===== src/rtl/model_dnc_pkg.sv =====
// Shared DNC read-path definitions: FSM state encoding and sizing constants.
// Used by model_read_interface_vector and model_nested_index_counter.
package model_dnc_pkg;

    typedef enum logic [1:0] {
        STARTER = 2'd0,
        KEY     = 2'd1,
        BETA    = 2'd2,
        MODE    = 2'd3
    } dnc_state_t;

    localparam logic [63:0] ZERO_CONTROL  = 64'd0;
    localparam logic [63:0] ONE_CONTROL   = 64'd1;
    localparam logic [63:0] TWO_CONTROL   = 64'd2;
    localparam logic [63:0] THREE_CONTROL = 64'd3;

    localparam logic [63:0] ZERO_DATA = 64'd0;
    localparam logic [63:0] ONE_DATA  = 64'd1;

    localparam int READ_MODES_SIZE = 3;

endpackage


===== src/rtl/model_nested_index_counter.sv =====
// Two-level (i, j) index counter: j is the inner index, i the outer one.
// Both wrap to zero after the last (i, j) pair; i_clear forces both to zero.
module model_nested_index_counter
    import model_dnc_pkg::*;
#(
    parameter int DATA_SIZE    = 64,
    parameter int CONTROL_SIZE = 64
) (
    input  logic                 i_clk,
    input  logic                 i_rst_n,
    input  logic                 i_clear,
    input  logic                 i_enable,
    input  logic [DATA_SIZE-1:0] i_limit_i,
    input  logic [DATA_SIZE-1:0] i_limit_j,
    output logic                 o_first_j,
    output logic                 o_last
);

    localparam int CMP_W = (DATA_SIZE > CONTROL_SIZE) ? DATA_SIZE : CONTROL_SIZE;

    logic [CONTROL_SIZE-1:0] r_i;
    logic [CONTROL_SIZE-1:0] r_j;
    logic [DATA_SIZE-1:0]    w_lim_i_m1;
    logic [DATA_SIZE-1:0]    w_lim_j_m1;
    logic                    w_last_i;
    logic                    w_last_j;

    assign w_lim_i_m1 = i_limit_i - DATA_SIZE'(ONE_DATA);
    assign w_lim_j_m1 = i_limit_j - DATA_SIZE'(ONE_DATA);

    // Counters are zero-extended against limits computed at data width
    assign w_last_i = (CMP_W'(r_i) == CMP_W'(w_lim_i_m1));
    assign w_last_j = (CMP_W'(r_j) == CMP_W'(w_lim_j_m1));

    assign o_first_j = (r_j == CONTROL_SIZE'(ZERO_CONTROL));
    assign o_last    = w_last_i && w_last_j;

    // Advance j each enabled step; carry into i when j wraps
    always_ff @(posedge i_clk or negedge i_rst_n) begin
        if (!i_rst_n) begin
            r_i <= '0;
            r_j <= '0;
        end else if (i_clear) begin
            r_i <= '0;
            r_j <= '0;
        end else if (i_enable) begin
            if (w_last_j) begin
                r_j <= '0;
                if (w_last_i) begin
                    r_i <= '0;
                end else begin
                    r_i <= r_i + CONTROL_SIZE'(ONE_CONTROL);
                end
            end else begin
                r_j <= r_j + CONTROL_SIZE'(ONE_CONTROL);
            end
        end
    end

endmodule


===== src/rtl/model_read_interface_vector.sv =====
// Demuxes the serialized read interface vector into keys, strengths, modes.
// MODEL_READ_INTERFACE_VECTOR_MODES_EN enables the read-mode (pi) field.
module model_read_interface_vector
    import model_dnc_pkg::*;
#(
    parameter int DATA_SIZE    = 64,
    parameter int CONTROL_SIZE = 64
) (
    input  logic                 CLK,
    input  logic                 RST,
    input  logic                 START,
    output logic                 READY,
    input  logic                 XI_IN_ENABLE,
    input  logic [DATA_SIZE-1:0] XI_IN,
    input  logic [DATA_SIZE-1:0] SIZE_R_IN,
    input  logic [DATA_SIZE-1:0] SIZE_W_IN,
    output logic                 K_OUT_I_ENABLE,
    output logic                 K_OUT_K_ENABLE,
    output logic [DATA_SIZE-1:0] K_OUT,
    output logic                 BETA_OUT_ENABLE,
    output logic [DATA_SIZE-1:0] BETA_OUT,
    output logic                 PI_OUT_I_ENABLE,
    output logic                 PI_OUT_P_ENABLE,
    output logic [DATA_SIZE-1:0] PI_OUT
);

    dnc_state_t           r_state;
    logic [DATA_SIZE-1:0] r_size_r;
    logic [DATA_SIZE-1:0] r_size_w;
    logic                 r_ready;
    logic                 r_k_i_en;
    logic                 r_k_k_en;
    logic [DATA_SIZE-1:0] r_k_out;
    logic                 r_beta_en;
    logic [DATA_SIZE-1:0] r_beta_out;
    logic [DATA_SIZE-1:0] w_limit_j;
    logic                 w_cnt_clear;
    logic                 w_cnt_en;
    logic                 w_first_j;
    logic                 w_last;

    assign w_cnt_clear = (r_state == STARTER);
    assign w_cnt_en    = XI_IN_ENABLE && (r_state != STARTER);

    // Inner loop length depends on the field being parsed
    always_comb begin
        w_limit_j = r_size_w;
        unique case (r_state)
            KEY:     w_limit_j = r_size_w;
            BETA:    w_limit_j = DATA_SIZE'(ONE_DATA);
            MODE:    w_limit_j = DATA_SIZE'(READ_MODES_SIZE);
            default: w_limit_j = r_size_w;
        endcase
    end

    model_nested_index_counter #(
        .DATA_SIZE    (DATA_SIZE),
        .CONTROL_SIZE (CONTROL_SIZE)
    ) u_cnt (
        .i_clk     (CLK),
        .i_rst_n   (RST),
        .i_clear   (w_cnt_clear),
        .i_enable  (w_cnt_en),
        .i_limit_i (r_size_r),
        .i_limit_j (w_limit_j),
        .o_first_j (w_first_j),
        .o_last    (w_last)
    );

`ifdef MODEL_READ_INTERFACE_VECTOR_MODES_EN
    logic                 r_pi_i_en;
    logic                 r_pi_p_en;
    logic [DATA_SIZE-1:0] r_pi_out;
`endif

    // Parse FSM with registered field outputs and single-cycle enables
    always_ff @(posedge CLK or negedge RST) begin
        if (!RST) begin
            r_state    <= STARTER;
            r_size_r   <= '0;
            r_size_w   <= '0;
            r_ready    <= 1'b0;
            r_k_i_en   <= 1'b0;
            r_k_k_en   <= 1'b0;
            r_k_out    <= '0;
            r_beta_en  <= 1'b0;
            r_beta_out <= '0;
`ifdef MODEL_READ_INTERFACE_VECTOR_MODES_EN
            r_pi_i_en  <= 1'b0;
            r_pi_p_en  <= 1'b0;
            r_pi_out   <= '0;
`endif
        end else begin
            r_ready   <= 1'b0;
            r_k_i_en  <= 1'b0;
            r_k_k_en  <= 1'b0;
            r_beta_en <= 1'b0;
`ifdef MODEL_READ_INTERFACE_VECTOR_MODES_EN
            r_pi_i_en <= 1'b0;
            r_pi_p_en <= 1'b0;
`endif
            case (r_state)
                STARTER: begin
                    if (START) begin
                        r_size_r <= SIZE_R_IN;
                        r_size_w <= SIZE_W_IN;
                        if ((SIZE_R_IN == DATA_SIZE'(ZERO_DATA)) ||
                            (SIZE_W_IN == DATA_SIZE'(ZERO_DATA))) begin
                            r_ready <= 1'b1;
                        end else begin
                            r_state <= KEY;
                        end
                    end
                end
                KEY: begin
                    if (XI_IN_ENABLE) begin
                        r_k_out  <= XI_IN;
                        r_k_k_en <= 1'b1;
                        r_k_i_en <= w_first_j;
                        if (w_last) begin
                            r_state <= BETA;
                        end
                    end
                end
                BETA: begin
                    if (XI_IN_ENABLE) begin
                        r_beta_out <= XI_IN;
                        r_beta_en  <= 1'b1;
                        if (w_last) begin
`ifdef MODEL_READ_INTERFACE_VECTOR_MODES_EN
                            r_state <= MODE;
`else
                            r_state <= STARTER;
                            r_ready <= 1'b1;
`endif
                        end
                    end
                end
`ifdef MODEL_READ_INTERFACE_VECTOR_MODES_EN
                MODE: begin
                    if (XI_IN_ENABLE) begin
                        r_pi_out  <= XI_IN;
                        r_pi_p_en <= 1'b1;
                        r_pi_i_en <= w_first_j;
                        if (w_last) begin
                            r_state <= STARTER;
                            r_ready <= 1'b1;
                        end
                    end
                end
`endif
                default: r_state <= STARTER;
            endcase
        end
    end

    assign READY           = r_ready;
    assign K_OUT_I_ENABLE  = r_k_i_en;
    assign K_OUT_K_ENABLE  = r_k_k_en;
    assign K_OUT           = r_k_out;
    assign BETA_OUT_ENABLE = r_beta_en;
    assign BETA_OUT        = r_beta_out;

`ifdef MODEL_READ_INTERFACE_VECTOR_MODES_EN
    assign PI_OUT_I_ENABLE = r_pi_i_en;
    assign PI_OUT_P_ENABLE = r_pi_p_en;
    assign PI_OUT          = r_pi_out;
`else
    assign PI_OUT_I_ENABLE = 1'b0;
    assign PI_OUT_P_ENABLE = 1'b0;
    assign PI_OUT          = '0;
`endif

endmodule

===== config.mk =====
export PLATFORM = sky130hd
export DESIGN_NAME = model_read_interface_vector
export DESIGN_NICKNAME = d
export VERILOG_FILES = /design/src/rtl/model_dnc_pkg.sv /design/src/rtl/model_nested_index_counter.sv /design/src/rtl/model_read_interface_vector.sv
export SDC_FILE = /design/constraint.sdc
export NUM_CORES = 1
export LEC_CHECK = 0
export BUFFER_PORTS_ARGS = -buffer_cell sky130_fd_sc_hd__buf_2
export CAP_MARGIN = 5
export CORE_ASPECT_RATIO = 0.6
export CORE_MARGIN = 2
export CORE_UTILIZATION = 30
export DETAILED_ROUTE_END_ITERATION = 10
export PLACE_DENSITY = 0.45
export SETUP_SLACK_MARGIN = 0.1
export SLEW_MARGIN = 10
export SYNTH_ARGS = -nofsm -noshare
export SYNTH_HDL_FRONTEND = slang
export SYNTH_SLANG_ARGS = --single-unit

===== constraint.sdc =====
create_clock -name CLK -period 5.5 [get_ports CLK]
set_input_delay 0.825 -clock CLK [delete_from_list [all_inputs] [get_ports CLK]]
set_output_delay 0.825 -clock CLK [all_outputs]
set_load 0.02 [all_outputs]

==> results of run 1 <==
==> worst max-delay path, stage by stage, from the launching register on <==
cell and delay (ns):
dfrtp_4 0.54, nor2_1 0.21, ha_1 0.22, buf_4 0.28, nor4b_1 0.29, buf_4 0.21
and4_1 0.43, nor2_1 0.21, o221a_2 0.44, a221oi_1 0.52, nand4_1 0.34, nor4_4 0.33
nand4_4 0.17, buf_12 0.22, nand2_2 0.28, buf_12 0.22, nor2_1 0.07
==> cells in the final DEF (no fill, tap or decap), types with 64 or more instances in the layout <==
cell type / synthesis / layout
a21oi_1: 104 / 104
nand4_1: 90 / 90
o21ai_0: 70 / 70
nor4_1: 128 / 126
xor2_1: 64 / 64
conb_1: 1 / 66
nand2_1: 414 / 411
nand3_1: 109 / 109
or3_1: 89 / 89
mux2_2: 189 / 189
xnor2_1: 120 / 120
buf_2: 21 / 326
dfrtp_1: 390 / 389
nor2_1: 201 / 201
buf_4: 74 / 82
o22ai_1: 64 / 64
nor3_1: 70 / 70
==> Yosys cell counts (all sizes together) (26+ instances only) <==
cell	number
a31oi	29
nor3	74
nand2	414
a21oi	105
xnor2	120
inv	48
nand3	110
nor4	142
xor2	64
o21ai	76
clkbuf	167
nor2b	26
nand2b	27
mux2	189
or3	89
or4	27
buf	118
nand4	92
dfrtp	390
and3	46
o22ai	65
nor2	202
==> power groups by stage <==
stage                     combinational, mW  sequential [mW]  clock (mW)
after global routing                   3.78             4.33        3.52
after floorplan                        2.41             3.82           0
final                                  3.55             4.25        3.30
after CTS                              3.45             4.23        3.43
after global placement                 3.43             4.26           0
after detailed placement               3.43             4.28           0
==> per-layer routing <==
metal	vias up	routed length (um)	global-route usage, %
li1	11244	-	-
met1	12535	56100	40.0
met2	1199	40000	29.1
met3	99	12800	7.64
met4	16	1180	3.32
met5	-	108	0.490
==> kinds of logic (layout without fill, tap and decap cells) <==
| family | after synthesis | in the layout | share of synthesized area (%) |
|---|---|---|---|
| and+or+nand+nor | 1385 | 1385 | 28.4 |
| xor gates and xnor gates | 185 | 185 | 6.30 |
| buffers and inverters | 333 | 548 | 6.22 |
| muxes | 208 | 208 | 8.94 |
| other | 1 | 72 | 0.0145 |
| DFF | 390 | 390 | 37.6 |
| AOI/OAI and AO/OA | 470 | 470 | 12.3 |
| adders and majority gates | 5 | 5 | 0.241 |
==> final timing paths <==
kind,endpoint,from,slack (ns)
max,u_cnt.r_j[37],r_state[1],0.34
min,u_cnt.r_j[37],RST,0.20
max reg2reg,u_cnt.r_j[37],r_state[1],0.34
min reg2reg,BETA_OUT[59],BETA_OUT[59],0.47
max in group asynchronous,r_state[1],RST,4.03
min in group CLK,BETA_OUT[46],XI_IN[46],0.41
==> through the flow <==
step	cells	hold WS [ns]
6_report	4410	0.196
3_5_place_dp	4322	0.456
3_3_place_gp	4322	0.455
2_1_floorplan	3042	0.471
5_1_grt	4404	0.213
4_1_cts	4404	0.188
==> final cells by class <==
type,instances,share of cell area (%)
Inverter,48,0.595
Clock buffer,62,4.29
Sequential cell,390,32.2
Timing Repair Buffer,418,8.06
Tap cell,1147,4.74
Clock inverter,20,0.991
Antenna cell,6,0.0496
Multi-Input combinational cell,2319,49.0
==> sequential cells by signal, indices dropped and copies added, names as in the netlist, 2 cells and up <==
signal     count
BETA_OUT      64
K_OUT         64
r_size_r      64
r_size_w      64
r_state        2
u_cnt.r_i     64
u_cnt.r_j     64
==> run metrics, run 1 <==
status finished, final reports clean; Seq/Total Area, Yosys 37.6%; Post-Route Utilization 35.4%; # fillers 8949; fin crit period 5.16 ns; largest area contributor in the netlist dfrtp_1; die outline height 232 um; first-pass GRT wire length 161000 um; Lkg Pwr 12.3 nW; post-synthesis area per instance 8.72 um2; Max-cap violations 0; setup violators final 0; Seq cells post-synth 390; worst path arrival time 5.63 ns; multi-input logic area 14900 um2; later-pin clock latency in the skew report 0.62 ns; die area 88900 um2; Num CTS Buffers 44; Post-route DRC 0; # port buffers 327; Tot Pwr 11.1 mW; Register Area 9760 um2; Final Hold Violating Endpoints 0; Synth area leaders dfrtp_1 38%, mux2_2 8.2%, nand2_1 6.0%; element type at the critical path start flip-flop; max frequency 0.194 GHz; synthesized instance count 2977; wire per inst 25.0 um; power per cell area 367 nW/um2; Setup CP Type flip-flop to flip-flop; Sum Neg Setup Slack 0 ns; VDD IR max 0.220 mV; RSZ-0062 raised after global routing false; P_sw 4.44 mW; vias 25093; vias in the first global route 23274; Area Overhead vs Synth 16.7%; initial antenna violation count 13; CP endpoint kind flip-flop; final estimated routing congestion in global placement 1.01; Async SR Flop Fraction 100%; Placed Area 28700 um2; Core ar. 85600 um2; internal power 6.66 mW; Routed WL 110000 um; IO Count 394; cts hold-fix bufs 0; postcts setup bufs 0; post-route clock period utilization 93.7%; clock slew at reported path FFs 0.06 ns; Worst-Margin Slew 1.29 ns; PostCTS Resize Cnt 0; Starting Density 30.3%; Pins Over Slew Limit 0; largest net degree at the start of global routing 120; share of the synthesized area in the top cell type 37.6%; htree depth 2; std cell rows 83; chip width 384 um; GR Util All Layers 24.1%; grt ovf 0; Layout Nets 3422; register share of total power 38.3%; Post-synth EDFFs 0; ratio of cells with drive above 1 in the final layout 23.2%; clock share of power 29.7%; YS warnings 0; Hold Path Class input port to asynchronous set/reset pin; DP Worst Slack 0.508 ns; R2R depth 16; Main synth FF type dfrtp_1; Worst Path Required 5.98 ns; Mapped Area 25900 um2; routed vias/inst 5.69; Worst Path Max Fanout 49; slew margin rel. 12.9%; Routed Antenna Nets 0; Final HPWL DP 85400 um; TritonRoute pass-1 iters 6; CTS tree done; final worst setup slack 0.344 ns; initial DRC count 2898; Layout Skew 0.0374 ns; clock sink total 390; Logic pwr share 32.0%; synth unique cells 97; sw frac 40.0%; root buf cell clkbuf_16; Max Buffers Root-to-Sink 3; Final Cell Area 30300 um2
(Power assumes the default switching activity.)
==> run 2: changes to the inputs <==
--- a/config.mk
+++ b/config.mk
@@ -5,13 +5,15 @@
 export SDC_FILE = /design/constraint.sdc
 export NUM_CORES = 1
 export LEC_CHECK = 0
-export BUFFER_PORTS_ARGS = -buffer_cell sky130_fd_sc_hd__buf_2
+export ABC_AREA = 1
 export CAP_MARGIN = 5
 export CORE_ASPECT_RATIO = 0.6
 export CORE_MARGIN = 2
 export CORE_UTILIZATION = 30
 export DETAILED_ROUTE_END_ITERATION = 10
-export PLACE_DENSITY = 0.45
+export DONT_BUFFER_PORTS = 1
+export HOLD_SLACK_MARGIN = 0.02
+export PLACE_DENSITY = 0.42
 export SETUP_SLACK_MARGIN = 0.1
 export SLEW_MARGIN = 10
 export SYNTH_ARGS = -nofsm -noshare
==> run 2 against run 1 <==
Net effect: critical path depth fell by 1; global-route usage up 0.77 points; the flow now finishes with violations (negative hold slack); combinational power up 71%; sequential power grew 30%; via count rose by 4.0%; non-clock buffer count shrank 400; die area grew 2.8%; largest cell class unchanged; worst setup slack improved by 0.76 ns; total power up 31%; clock power down 11%.
==> run metrics, run 2 <==
status complete, but fails checks; failing checks negative hold slack; Max Buffers Root-to-Sink 3 (unchanged); Lkg Pwr 13.5 nW (+9.9%); internal power 7.20 mW (+8.1%); synthesized instance count 4051 (+36%); share of the synthesized area in the top cell type 36.6% (-1.1 points); # fillers 9791 (+9.4%); CTS tree done; Post-route DRC 0 (unchanged); YS warnings 0 (unchanged); slew margin rel. 19.7% (+6.8 points); postcts setup bufs 0 (unchanged); root buf cell clkbuf_16; CP Cell Sequence nor2_1 -> nand2_1 -> nor2_1 -> nand2_1 -> nor2_2 -> nand3b_1 -> nand3_1 -> nand4_1 -> nor3_1 -> nand2_1 -> nor2_1 -> nand2_1 -> buf_4 -> nand2_1 -> o21ai_0; final estimated routing congestion in global placement 1.04 (+3.5%); Post-Route Utilization 32.9% (-2.5 points); Starting Density 30.4% (+0.058 points); most frequent cell after synthesis nand2_1; Worst Path Required 5.96 ns (-0.02 ns); Num CTS Buffers 43 (-2.3%); Worst-Margin Slew 1.20 ns (-0.0943 ns); max frequency 0.228 GHz (+17%); element type at the critical path start flip-flop; Logic pwr share 41.7% (+9.7 points); Worst Hold Slack -0.0832 ns (-0.279 ns); Reg2Reg Launch Point r_size_r[2]; Mapped Area 26700 um2 (+2.9%); Routed Antenna Nets 0 (unchanged); initial DRC count 2815 (-2.9%); VDD IR max 0.295 mV (+34%); # port buffers 0 (-100%); Seq cells post-synth 390 (unchanged); Post-synth EDFFs 0 (unchanged); die outline height 235 um (+1.4%); first-pass GRT wire length 169000 um (+4.5%); Hold Path Class input port to asynchronous set/reset pin; fin crit period 4.39 ns (-0.763 ns); Final Hold Violating Endpoints 93 (+93); register share of total power 38.1% (-0.2 points); Commonest cells post-synth 1263 x nand2_1, 512 x inv_1, 511 x nor2_1, 390 x dfrtp_1, 358 x o21ai_0; power per cell area 503 nW/um2 (+37%); Seq/Total Area, Yosys 36.6% (-1.1 points); Core ar. 87900 um2 (+2.7%); Layout Skew 0.0226 ns (-0.0148 ns); setup violators final 0 (unchanged); ratio of cells with drive above 1 in the final layout 3.37% (-20 points); htree depth 2 (unchanged); std cell rows 84 (+1.2%); Setup CP Type flip-flop to flip-flop; Worst Path Max Fanout 27 (-45%); later-pin clock latency in the skew report 0.62 ns (about the same); clock share of power 20.2% (-9.5 points); synth unique cells 40 (-59%); largest area contributor in the netlist dfrtp_1; Crit path top cell by count nand2_1; RSZ-0062 raised after global routing false; Max-cap violations 0 (unchanged); P_sw 7.34 mW (+65%); CP endpoint kind flip-flop; worst path arrival time 4.86 ns (-0.77 ns); largest net degree at the start of global routing 391 (+230%); Final HPWL DP 94800 um (+11%); commonest non-fill, non-tap cells in the layout 1262 x nand2_1, 510 x inv_1, 510 x nor2_1, 390 x dfrtp_1, 358 x o21ai_0; slack of the worst reg-to-reg path 1.11 ns (+0.76 ns); initial antenna violation count 10 (-3); vias in the first global route 23928 (+2.8%); CP max-delay cell nor2_2; Sum Neg Setup Slack 0 ns (unchanged); vias 26108 (+4.0%); post-synthesis area per instance 6.59 um2 (-24%); PostCTS Resize Cnt 0 (unchanged); die area 91500 um2 (+2.8%); TritonRoute pass-1 iters 6 (unchanged); Area Overhead vs Synth 8.39%; Main synth FF type dfrtp_1; clock sink total 390 (unchanged); post-route clock period utilization 79.9% (-14 points); chip width 389 um (+1.4%); Async SR Flop Fraction 100% (unchanged); wire per inst 22.3 um (-11%); grt ovf 0 (unchanged); clock slew at reported path FFs 0.06 ns (about the same); Layout Cells excl Fill 5193 (+18%); GR Util All Layers 24.9% (+0.77 points); critical path's largest stage delay 0.58 ns (+0.04 ns); sw frac 50.5% (+10 points); IO Count 394 (unchanged); Worst R2R End u_cnt.r_i[2]; placed insts 5115 (+18%); R2R depth 15 (-1); Routed WL 116000 um (+5.0%); Pins Over Slew Limit 0 (unchanged); most common cell after layout, fill and taps aside nand2_1; routed vias/inst 5.03 (-12%); Synth area leaders dfrtp_1 37%, nand2_1 18%, inv_1 7.2%; Layout Nets 4200 (+23%)
==> run 2: cell count changes after synthesis, moves of 83 or more <==
cell      before   now
a21oi_1      104    19
clkbuf_1     167    78
inv_1         48   512
mux2_2       189     3
nand2_1      414  1263
nand3_1      109   192
nor2_1       201   511
nor4_1       128    43
o21ai_0       70   358
or3_1         89     0
xnor2_1      120    31
xor2_1        64   183
==> run 2: cell type report <==
| class | instances | area (um2) | share of cell area (%) |
|---|---|---|---|
| multi-input combinational | 3032 | 14200 | 49.2 |
| sequential | 390 | 9760 | 33.7 |
| inverter | 514 | 1930 | 6.68 |
| tap | 1161 | 1450 | 5.02 |
| clock buffer | 60 | 1220 | 4.22 |
| timing repair buffer | 18 | 173 | 0.597 |
| clock inverter | 16 | 151 | 0.523 |
| antenna | 2 | 5.00 | 0.0173 |
==> run 2: worst max-delay path by stage <==
stage | startpoint | end | slack (ns) | depth (start not counted)
5_1_grt | r_size_r[2] | u_cnt.r_i[2] | 0.90 | 15
6_report | r_size_r[2] | u_cnt.r_i[2] | 1.11 | 15
2_1_floorplan | r_state[1] | u_cnt.r_i[58] | 2.49 | 23
3_3_place_gp | r_size_r[2] | u_cnt.r_i[2] | 1.36 | 15
4_1_cts | r_state[1] | u_cnt.r_j[62] | 1.41 | 19
3_5_place_dp | r_state[1] | u_cnt.r_j[61] | 1.41 | 19
==> run 2: metrics by stage <==
step                      setup WS, ns  cell area, um2  total power, mW  hold WS, ns
after floorplan                   2.49           26900             9.49        0.453
after global placement            1.36           27600             11.6        0.484
after detailed placement          1.41           27600             11.5        0.478
after CTS                         1.41           28900             14.5       -0.129
after global routing             0.900           28900             15.7       -0.126
final                             1.11           28900             14.5      -0.0832
==> run 2: worst max-delay path, delay by kind of cell (launching register included) <==
kind / cells / cell delay, ns
AND/OR/NAND/NOR: 13 / 3.48
buffers and inverters: 1 / 0.25
flip-flops: 1 / 0.42
AO/OA/AOI/OAI: 1 / 0.07
==> run 2: power by group through the flow <==
stage                     Sequential (mW)  Clock [mW]  Combinational (mW)
after floorplan                      4.96           0                4.52
after global placement               5.60           0                5.98
after detailed placement             5.54           0                5.94
after CTS                            5.52        3.03                5.96
after global routing                 5.67        3.15                6.91
final                                5.54        2.94                6.06
==> run 2: logic make-up (layout without fill, tap and decap cells) <==
kind of cell    Yosys count  count (layout)  synth area share (%)
other cells               1              68                0.0140
xor+xnor                217             217                  7.27
buf+inv                 694             608                  11.1
compound gates          443             443                  8.61
fa+ha+maj                 5               5                 0.234
simple gates           2298            2298                  36.1
mux                       3               3                 0.127
flops                   390             390                  36.6
==> run 2: per-layer routing <==
layer	up-vias	routed length, um	global-route usage (%)
met2	1116	38200	28.3
li1	12583	-	-
met1	12309	60900	40.9
met3	86	15300	11.1
met4	14	1150	3.30
met5	-	93	0
==> run 3: changes to the inputs <==
--- a/config.mk
+++ b/config.mk
@@ -13,7 +13,7 @@
 export DETAILED_ROUTE_END_ITERATION = 10
 export DONT_BUFFER_PORTS = 1
 export HOLD_SLACK_MARGIN = 0.02
-export PLACE_DENSITY = 0.42
+export PLACE_DENSITY = 0.43
 export SETUP_SLACK_MARGIN = 0.1
 export SLEW_MARGIN = 10
 export SYNTH_ARGS = -nofsm -noshare
==> constraint.sdc (replaced) <==
create_clock -name CLK -period 3.8 [get_ports CLK]
set_input_delay 0.57 -clock CLK [delete_from_list [all_inputs] [get_ports CLK]]
set_output_delay 0.57 -clock CLK [all_outputs]
set_load 0.02 [all_outputs]
==> run 3 against run 2 <==
Net effect: the flow still finishes with violations (negative hold slack); clock skew rose by 0.0052 ns; flip-flop and latch count did not move; utilization is 1.1 points higher; critical path depth up 5; worst hold slack got worse by 0.25 ns; sequential share of layout area fell by 1.0 points; total power increased by 49%; worst setup slack got worse by 0.85 ns; register-to-register slack lost 0.85 ns; cell area grew 3.2%; die area is the same.
==> run metrics, run 3 (synthesized netlist as in run 2, its figures left out) <==
status complete, but fails checks; failing checks negative hold slack; Setup CP Type flip-flop to flip-flop; CP max-delay cell dfrtp_2; critical path buffer and inverter count 4 (+3); Register Area 9760 um2 (about the same); Final Hold Violating Endpoints 390 (+320%); Num CTS Buffers 43 (unchanged); Layout Skew 0.0278 ns (+0.00518 ns); CP top delay family simple AND/OR/NAND/NOR gates; die outline height 235 um (unchanged); Max Buffers Root-to-Sink 3 (unchanged); std cell rows 84 (unchanged); Reg2Reg Launch Point r_state[1]; routed vias/inst 5.01 (-0.25%); Worst Path Max Fanout 89 (+230%); final estimated routing congestion in global placement 1.01 (-3.7%); setup violators final 0 (unchanged); Routed Antenna Nets 0 (unchanged); GR Util All Layers 25.1% (+0.20 points); Core ar. 87900 um2 (unchanged); Placed Area 28200 um2 (+2.2%); vias 26433 (+1.2%); die area 91500 um2 (unchanged); Area Overhead vs Synth 11.9%; IO Count 394 (unchanged); critical path's largest stage delay 0.46 ns (-0.12 ns); most common cell after layout, fill and taps aside nand2_1; CP endpoint kind flip-flop; RSZ-0062 raised after global routing true; clock slew at reported path FFs 0.06 ns (about the same); Worst-Margin Slew 1.12 ns (-0.0757 ns); Layout Cells excl Fill 5271 (+1.5%); root buf cell clkbuf_16; Final Cell Area 29900 um2 (+3.2%); wire per inst 22.2 um (-0.28%); Worst Path Required 4.28 ns (-1.68 ns); placed insts 5190 (+1.5%); Max-cap violations 0 (unchanged); grt ovf 0 (unchanged); Critical Path Source r_state[1]; multi-input logic area 14500 um2 (+1.6%); Worst Hold Slack -0.332 ns (-0.249 ns); ratio of cells with drive above 1 in the final layout 6.50% (+3.1 points); clock sink total 390 (unchanged); Layout Nets 4281 (+1.9%); Post-route DRC 0 (unchanged); vias in the first global route 24196 (+1.1%); Starting Density 30.4% (unchanged); Routed WL 117000 um (+1.2%); # port buffers 0 (unchanged); max frequency 0.282 GHz (+24%); power per cell area 724 nW/um2 (+44%); chip width 389 um (unchanged); later-pin clock latency in the skew report 0.61 ns (about the same); Sum Neg Setup Slack 0 ns (unchanged); commonest non-fill, non-tap cells in the layout 1250 x nand2_1, 508 x inv_1, 479 x nor2_1, 389 x dfrtp_1, 357 x o21ai_0; Pins Over Slew Limit 0 (unchanged); # fillers 9695 (-0.98%); Crit path top cell by count nand2_1; element type at the critical path start flip-flop; worst path arrival time 4.02 ns (-0.84 ns); initial DRC count 3015 (+7.1%); CTS tree done; Hold Path Class input port to asynchronous set/reset pin; first-pass GRT wire length 171000 um (+1.4%); fin crit period 3.54 ns (-0.852 ns); initial antenna violation count 2 (-8); Final HPWL DP 96100 um (+1.3%); Lkg Pwr 14.0 nW (+3.2%); VDD IR max 0.411 mV (+39%); CP Cell Sequence inv_6 -> buf_16 -> buf_4 -> nand2_1 -> nand2_1 -> nor2_1 -> nand2_1 -> nor2_1 -> nand2_2 -> xor2_1 -> nand3_1 -> nor2_1 -> nand2_1 -> nor2_1 -> nand3_2 -> nand2_2 -> nand2_4 -> buf_16 -> nand2_1 -> o21ai_1; slew margin rel. 25.1% (+5.3 points); post-route clock period utilization 93.2% (+13 points); largest net degree at the start of global routing 391 (unchanged); htree depth 2 (unchanged); TritonRoute pass-1 iters 6 (unchanged)
## run 3: metal layers
| metal | track usage (%) | routed length [um] |
|---|---|---|
| met5 | 0 | 0 |
| met4 | 2.95 | 1040 |
| met3 | 9.47 | 15500 |
| met2 | 28.5 | 38700 |
| met1 | 42.5 | 62000 |
## run 3: final cells by class
cell class	instances	area share [%]
Multi-Input combinational cell	3032	48.5
Timing Repair Buffer	99	2.90
Antenna cell	3	0.0251
Tap cell	1161	4.87
Clock buffer	59	3.97
Clock inverter	13	0.591
Inverter	514	6.49
Sequential cell	390	32.7
## run 3: worst paths after layout
| path | endpoint | slack (ns) | cells past startpoint |
|---|---|---|---|
| min reg2reg | r_size_w[62] | 0.48 | 2 |
| max in group asynchronous | u_cnt.r_i[59] | 3.43 | 0 |
| min | BETA_OUT[3] | -0.33 | 0 |
| min in group CLK | r_size_r[49] | 0.11 | 1 |
| max reg2reg | u_cnt.r_i[49] | 0.26 | 20 |
| max | u_cnt.r_i[49] | 0.26 | 20 |
## run 3: per-stage QoR
| stage | setup WS, ns | utilization (%) | power (mW) |
|---|---|---|---|
| after floorplan | 0.787 | - | 13.7 |
| after global placement | 0.0437 | 32.0 | 17.0 |
| after detailed placement | 0.0309 | 32.0 | 16.9 |
| after CTS | 0.117 | 33.6 | 21.3 |
| after global routing | 0.0496 | 34.0 | 23.3 |
| final | 0.260 | 34.0 | 21.6 |
## run 3: repair_timing
item                                    4_1_cts  5_1_grt
endpoints found under the hold margin       390      390
setup buffers                                 0        5
endpoints found under the setup margin        8      129
gates resized for setup                       3       72
cloned                                        0        1
pin swaps                                     1        9
## run 3: power breakdown
part           internal (mW)  switching (mW)
combinational           2.93            6.39
clock                   2.39            1.91
sequential              5.47            2.55
